==> src/rtl/fifo_wr_arbiter.sv <==
`default_nettype none
// ============================================================================
// Module      : fifo_wr_arbiter
// Description : Round-robin write arbiter that shares one synchronous FIFO
//               write port between NUM_REQ producers. It registers a one-hot
//               grant, muxes the owner's data onto fifo_datain and pulses
//               fifo_wt_en for every accepted beat. Writing stalls while
//               fifo_full is high.
//               Optional macro FIFO_ARB_BURST_EN: the grant is held for up
//               to BURST_LEN beats instead of a single beat.
// Revision    : 1.0 - initial release
// ============================================================================
module fifo_wr_arbiter #(
    parameter int NUM_REQ   = 4,
    parameter int DW        = 8,
    parameter int BURST_LEN = 4
) (
    input  logic                  clk,
    input  logic                  rst,
    input  logic [NUM_REQ-1:0]    req,
    input  logic [NUM_REQ*DW-1:0] data_in,
    input  logic                  fifo_full,
    output logic [NUM_REQ-1:0]    gnt,
    output logic                  fifo_wt_en,
    output logic [DW-1:0]         fifo_datain,
    output logic [NUM_REQ-1:0]    beat_ack
);

    localparam int c_IW = (NUM_REQ > 1) ? $clog2(NUM_REQ) : 1;

    typedef enum logic [0:0] {
        S_IDLE = 1'b0,
        S_OWN  = 1'b1
    } state_t;

    // Stop elaboration on a configuration the arbiter is not built for.
    generate
        if ((NUM_REQ < 2) || (NUM_REQ > 8) || (BURST_LEN < 1) || (BURST_LEN > 15)) begin : g_param_check
            $error("fifo_wr_arbiter: NUM_REQ or BURST_LEN out of range");
        end
    endgenerate

    state_t             r_state;
    logic [NUM_REQ-1:0] r_gnt;
    logic [c_IW-1:0]    r_last_ptr;

    logic [c_IW-1:0]    w_gidx;
    logic               w_req_g;
    logic               w_beat;
    logic               w_last_beat;
    logic               w_release;
    logic [c_IW-1:0]    w_search_ptr;
    logic [c_IW-1:0]    w_next_idx;
    logic               w_found;
    logic [NUM_REQ-1:0] w_next_gnt;
    logic [DW-1:0]      w_data;

`ifdef FIFO_ARB_BURST_EN
    logic [3:0]         r_beat_cnt;
`endif

    // Index of the current owner, decoded from the one-hot grant.
    always_comb begin
        w_gidx = '0;
        for (int i = 0; i < NUM_REQ; i++) begin
            if (r_gnt[i]) begin
                w_gidx = c_IW'(i);
            end
        end
    end

    // Owner still requesting, and whether a beat is written this cycle.
    // Reset kills the write combinationally so no beat leaks out mid-reset.
    assign w_req_g = |(r_gnt & req);
    assign w_beat  = w_req_g & ~fifo_full & ~rst;

`ifdef FIFO_ARB_BURST_EN
    assign w_last_beat = (r_beat_cnt == 4'(BURST_LEN - 1));
`else
    assign w_last_beat = 1'b1;
`endif

    // Ownership ends after the final beat of a grant or when the owner withdraws.
    assign w_release = ~w_req_g | (w_beat & w_last_beat);

    // On release the owner's index becomes the new rotation pointer this very
    // edge, so the search starts from it to give back-to-back grants.
    assign w_search_ptr = (r_state == S_OWN) ? w_gidx : r_last_ptr;

    // Round-robin search: first request found after the pointer, wrapping.
    always_comb begin
        w_found    = 1'b0;
        w_next_idx = w_search_ptr;
        for (int k = 1; k <= NUM_REQ; k++) begin
            if (!w_found && req[c_IW'((int'(w_search_ptr) + k) % NUM_REQ)]) begin
                w_found    = 1'b1;
                w_next_idx = c_IW'((int'(w_search_ptr) + k) % NUM_REQ);
            end
        end
    end

    // One-hot form of the search result (all zero when nobody requests).
    always_comb begin
        w_next_gnt = '0;
        w_next_gnt[w_next_idx] = w_found;
    end

    // Data mux: slice of the granted requester, zero with no owner.
    always_comb begin
        w_data = '0;
        for (int i = 0; i < NUM_REQ; i++) begin
            if (r_gnt[i]) begin
                w_data = w_data | data_in[i*DW +: DW];
            end
        end
    end

    // Arbitration FSM: grant, rotation pointer and burst beat counter.
    always_ff @(posedge clk) begin
        if (rst) begin
            r_state    <= S_IDLE;
            r_gnt      <= '0;
            r_last_ptr <= c_IW'(NUM_REQ - 1);
`ifdef FIFO_ARB_BURST_EN
            r_beat_cnt <= 4'd0;
`endif
        end else if (r_state == S_IDLE) begin
            if (w_found) begin
                r_gnt   <= w_next_gnt;
                r_state <= S_OWN;
            end
        end else begin
            if (w_release) begin
                r_last_ptr <= w_gidx;
                r_gnt      <= w_next_gnt;
                r_state    <= w_found ? S_OWN : S_IDLE;
`ifdef FIFO_ARB_BURST_EN
                r_beat_cnt <= 4'd0;
            end else if (w_beat) begin
                r_beat_cnt <= r_beat_cnt + 4'd1;
`endif
            end
        end
    end

    assign gnt         = r_gnt;
    assign fifo_wt_en  = w_beat;
    assign beat_ack    = r_gnt & {NUM_REQ{w_beat}};
    assign fifo_datain = rst ? '0 : w_data;

endmodule
`default_nettype wire

==> config.mk <==
export PLATFORM = sky130hd
export DESIGN_NAME = fifo_wr_arbiter
export DESIGN_NICKNAME = d
export VERILOG_FILES = /design/src/rtl/fifo_wr_arbiter.sv
export SDC_FILE = /design/constraint.sdc
export NUM_CORES = 1
export LEC_CHECK = 0
export BUFFER_PORTS_ARGS = -buffer_cell sky130_fd_sc_hd__buf_2
export CAP_MARGIN = 20
export CORE_ASPECT_RATIO = 1.5
export CORE_MARGIN = 4
export CORE_UTILIZATION = 34
export DETAILED_ROUTE_END_ITERATION = 10
export GPL_ROUTABILITY_DRIVEN = 0
export HOLD_SLACK_MARGIN = 0.02
export PLACE_DENSITY_LB_ADDON = 0.25
export RECOVER_POWER = 100
export REMOVE_ABC_BUFFERS = 1
export SYNTH_ARGS = -nofsm -noshare
export SYNTH_HDL_FRONTEND = slang
export SYNTH_SLANG_ARGS = --single-unit
export TNS_END_PERCENT = 20
==> constraint.sdc <==
create_clock -name clk -period 1.6 [get_ports clk]
set_input_delay 0.32 -clock clk [delete_from_list [all_inputs] [get_ports clk]]
set_output_delay 0.32 -clock clk [all_outputs]
set_load 0.01 [all_outputs]
# After elaboration in Yosys (flattened, before gate mapping)
# Cells that the tools add are included.
[op_classes]
n_addsub = 4
mul = 0
n_div = 0
n_lt_le_gt_ge = 6
eq_ne = 1
n_shift = 0
n_mux = 37
bitwise = 12
n_reduce_logical = 11
[op_table]
columns = ["op", "n"]
rows = [
  ["$mux W8", 5],
  ["$or A8 B8 Y8", 3],
  ["$mux W1", 17],
  ["$lt A2 B4 Y1 const B", 4],
  ["$mux W2", 7],
  ["$and A4 B4 Y4", 3],
  ["$mux W4", 3],
  ["$bmux W1 S2", 4],
  ["$add A2 B1 Y2 const B", 2],
  ["$add A2 B2 Y2 const B", 2],
  ["$logic_and A1 B1 Y1", 4],
  ["$reduce_and A2 Y1", 2],
  ["$reduce_or A4 Y1", 1],
  ["$logic_not A1 Y1", 3],
  ["$lt A2 B3 Y1 const B", 1],
  ["$not A1 Y1", 3],
  ["$and A1 B1 Y1", 2],
  ["$demux W1 S2", 1],
  ["$ge A2 B1 Y1 const B", 1],
  ["$ne A2 B1 Y1 const B", 1],
  ["$reduce_bool A2 Y1", 1],
  ["$or A1 B1 Y1", 1],
]
[totals]
ff_bits = 7
latchBits = 0
ram_bits = 0
romBits = 0
in_bits = 39
output_inout_bits = 17
elab_cells = 74
memories = 0

# Logic depth before layout (Yosys ltp)
[depth]
word_depth = 25
depth_mapped = 6
mapped_depth_nobuf = 5

# Least setup slack after synthesis
# OpenSTA, ideal clock, no wires.
[synth_timing]
path_type = "reg-to-output"
from = "register r_gnt[3], in the netlist gnt[3]"
to = "output beat_ack[0]"
t_arrival_ns = 1.303
t_required_ns = 1.280
path_slack_ns = -0.023
path_stages_with_launch = 5
n_path_buf = 0
cell_sequence = "dfxtp_1 -> a22o_1 -> nor2_1 -> nor3_1 -> and2_1"
[synth_between]
elab_chain_cells = 5
[synth_lines]
columns = ["item", "line_no", "text"]
rows = [
  ["start, declared", "44", "logic [NUM_REQ-1:0] r_gnt;"],
  ["start signal, assigned", "129", "r_gnt <= w_next_gnt;"],
  ["start signal, assigned", "135", "r_gnt <= w_next_gnt;"],
  ["$and A4 B4 Y4", "74", "assign w_req_g = |(r_gnt & req);"],
  ["$reduce_or A4 Y1", "74", ""],
  ["$and A1 B1 Y1 (2 in a row)", "75", "assign w_beat = w_req_g & ~fifo_full & ~rst;"],
  ["via fifo_wt_en", "24", "output logic fifo_wt_en,"],
  ["$and A4 B4 Y4", "148", "assign beat_ack = r_gnt & {NUM_REQ{w_beat}};"],
  ["end, declared", "26", "output logic [NUM_REQ-1:0] beat_ack"],
]
# The timed path passes the listed nets, and every way through them passes these cells.

# Worst setup path after layout
[layout_timing]
from = "register r_gnt[2], in the netlist gnt[2]"
to = "output beat_ack[0]"
[layout_between]
elab_chain_cells = 5
[layout_lines]
columns = ["item", "line_no"]
rows = [
  ["$and A4 B4 Y4", "74"],
  ["$reduce_or A4 Y1", "74"],
  ["$and A1 B1 Y1 (2 in a row)", "75"],
  ["$and A4 B4 Y4", "148"],
]
# Every way passes these cells.

==> summary.md <==
| Metric | Value |
|---|---|
| Row count | 19 |
| Placeable Area | approximately 1900 µm² |
| CP startpoint kind | flip-flop |
| Syn Area/Cell | around 7.6 µm² |
| Initial antenna violation count | 0 |
| Setup CP Type | reg2out |
| DR iter-0 viols | 25 |
| DIE HEIGHT | about 62 µm |
| CTS tree | yes |
| First-pass GRT wire length | approximately 4.2 mm |
| Slew headroom | 0.743 |
| Crit path time final | approximately 1.7 ns |
| Initial Util | 0.359 |
| Period utilization | 1.07 |
| Layout cell share with drive strength beyond 1 | 0.516 |
| Filler cell count | about 180 |
| Antenna-violating nets left | 0 |
| Ant diodes | 0 |
| Synthesized area | 666 µm² |
| Io pins | 56 |
| Root buf cell | clkbuf_4 |
| RSZ-0062 raised after global routing | yes |
| Crit-path max FO | 5 |
| Most common cell after layout, fill and taps aside | buf_2 |
| #FFs+latches synth | 7 |
| Setup slack after placement | -0.0683 ns |
| Die Span X | 44.1 µm |
| Slew Limit Fails | 0 |
| Power Density | 799 nW/µm² |
| F_max | 586 MHz |
| DRC | 0 |
| Synth cell types | 34 |
| Fin cells | about 180 |
| Clock transition at the registers of the reported paths | roughly 0.060 ns |
| Worst Tran Pin Value | about 0.38 ns |
| MaxCap Viol Count | 0 |
| Worst hold path class | in2reg |
| Most frequent cells in the layout | 54 x buf_2, 16 x a22oi_1, 12 x buf_4 |
| Syn Inst Count | a little under 90 |
| Post-synth top area share | 0.211 |
| Gr usage total | 0.199 |
| Seq/Total Area, Yosys | 0.211 |
| DIE AREA | about 2700 µm² |
| Clk_skew | approximately 0.008 ns |
| Crit end category | primary output |
| Vias in the first global route | 990 |
| Largest cells by area after synthesis | dfxtp_1 21%, a22oi_1 18%, a21oi_1 8.3%, a22o_1 5.3%, and2_1 3.8% |
| H-tree levels | 1 |
| Largest area contributor in the netlist | dfxtp_1 |
| Total CTS buffers | 3 |
| Arr. time, crit path | 1.39 ns |
| Outcome | finished, violations left |
| IO Port Bufs | 55 |
| FF-to-FF path depth | 5 |
| Failing checks | setup timing |
| Register-to-register setup slack | -0.04 ns |
| P&R area growth vs syn | 68.0% |
| Final Setup Violations | 8 |
| Cells after DPL | between 150 and 200 |
| HPWL after DPL | about 2.1 mm |
| WP data required | 1.28 ns |
| Warnings, synthesis | 0 |
| Final Hold Viols | 0 |
| WL final | between 2 and 3 mm |
| Skew-Pair Late Insertion Delay | about 0.27 ns |
| DR vias | slightly above 1,000 |
| Clock buffer depth | 2 |
| Setup ws final | -0.106 ns |
| VDD IR max | approximately 0.47 mV |
| Vias/cell | roughly 5.7 |
| First-pass DRT Iterations | 4 |
| Largest net degree at the start of global routing | 13 |
| Hold path cells | 3 |
| Hold_buf cts | 0 |
| Lkg Pwr | 0.000562 µW |
| Wire length per cell | 14.8 µm |
| Sink Count | 7 |
| Total grt overflow | 0 |
| Layout Nets | between 150 and 200 |
[critical path, cell delays in order, from the launching register on]
cell and delay (ns):
dfxtp_2 0.33, buf_6 0.11, a22o_1 0.22, nor2_2 0.13, nor3_4 0.06, and2_1 0.15, buf_2 0.13
[through the flow]
step	power (µW)	hold WS [ns]	TNS (ns)	utilization	area [µm²]
global route	960	0.433	-1.87	0.603	1120
global placement	688	0.553	-0.109	0.568	1050
finish	893	0.382	-0.509	0.603	1120
detailed placement	699	0.566	-0.302	0.568	1050
floorplan	465	0.404	-0.972	-	642
CTS	887	0.385	-0.621	0.598	1110
[registers in the layout (all words and copies together), names as in the netlist]
signal and count:
gnt 4, r_state 1, r_last_ptr 2
[repair_timing]
item / in CTS / in global routing
pin swaps: 9 / 4
endpoints found under the setup margin: 9 / 11
buffers inserted: 2 / 1
resized for setup: 6 / 4
[report_power, final]
group,total [µW],switching [µW],internal (µW)
sequential,234,31.0,203
combinational,490,240,250
clock,170,73.9,95.7
[synth_stat cells, drive strengths merged]
master	number
and3	1
nand2b	2
o22ai	1
a311oi	1
nand4bb	1
a22oi	16
o21bai	1
o21ai	4
or2	1
nand4b	2
mux2i	1
mux2	2
nand3b	1
nor4	1
nor3b	1
a211o	1
clkbuf	5
nand2	6
inv	1
and4b	1
o2bb2ai	1
nor2b	1
dfxtp	7
o211ai	1
and2	4
nor3	3
a31oi	1
a21oi	11
or3	1
nor2	3
a22o	4
buf	1
[cell families after synthesis]
family          synth area share
compound gates             0.436
buf+inv                   0.0413
flops                      0.211
mux                       0.0545
simple gates               0.258
[final timing paths]
check / start / end
setup / recovery: gnt[2] / beat_ack[0]
hold / removal: req[1] / r_state
setup reg to reg: gnt[3] / gnt[1]
hold reg to reg: r_last_ptr[1] / r_last_ptr[1]
[routing by layer]
| layer | share of wire | track usage | vias up |
|---|---|---|---|
| li1 | - | - | 487 |
| met1 | 0.34 | 0.195 | 452 |
| met2 | 0.48 | 0.341 | 64 |
| met3 | 0.15 | 0.0665 | 9 |
| met4 | 0.030 | 0.121 | 0 |
| met5 | 0 | 0 | - |
[cell type report]
class / instances / area, µm² / area share
sequential: 7 / 145 / 0.130
multi-input combinational: 74 / 512 / 0.457
clock buffer: 4 / 26.3 / 0.0235
tap: 21 / 26.3 / 0.0235
inverter: 1 / 3.75 / 0.00336
timing repair buffer: 71 / 405 / 0.362
No activity file was read; power rests on OpenSTA's default activity.
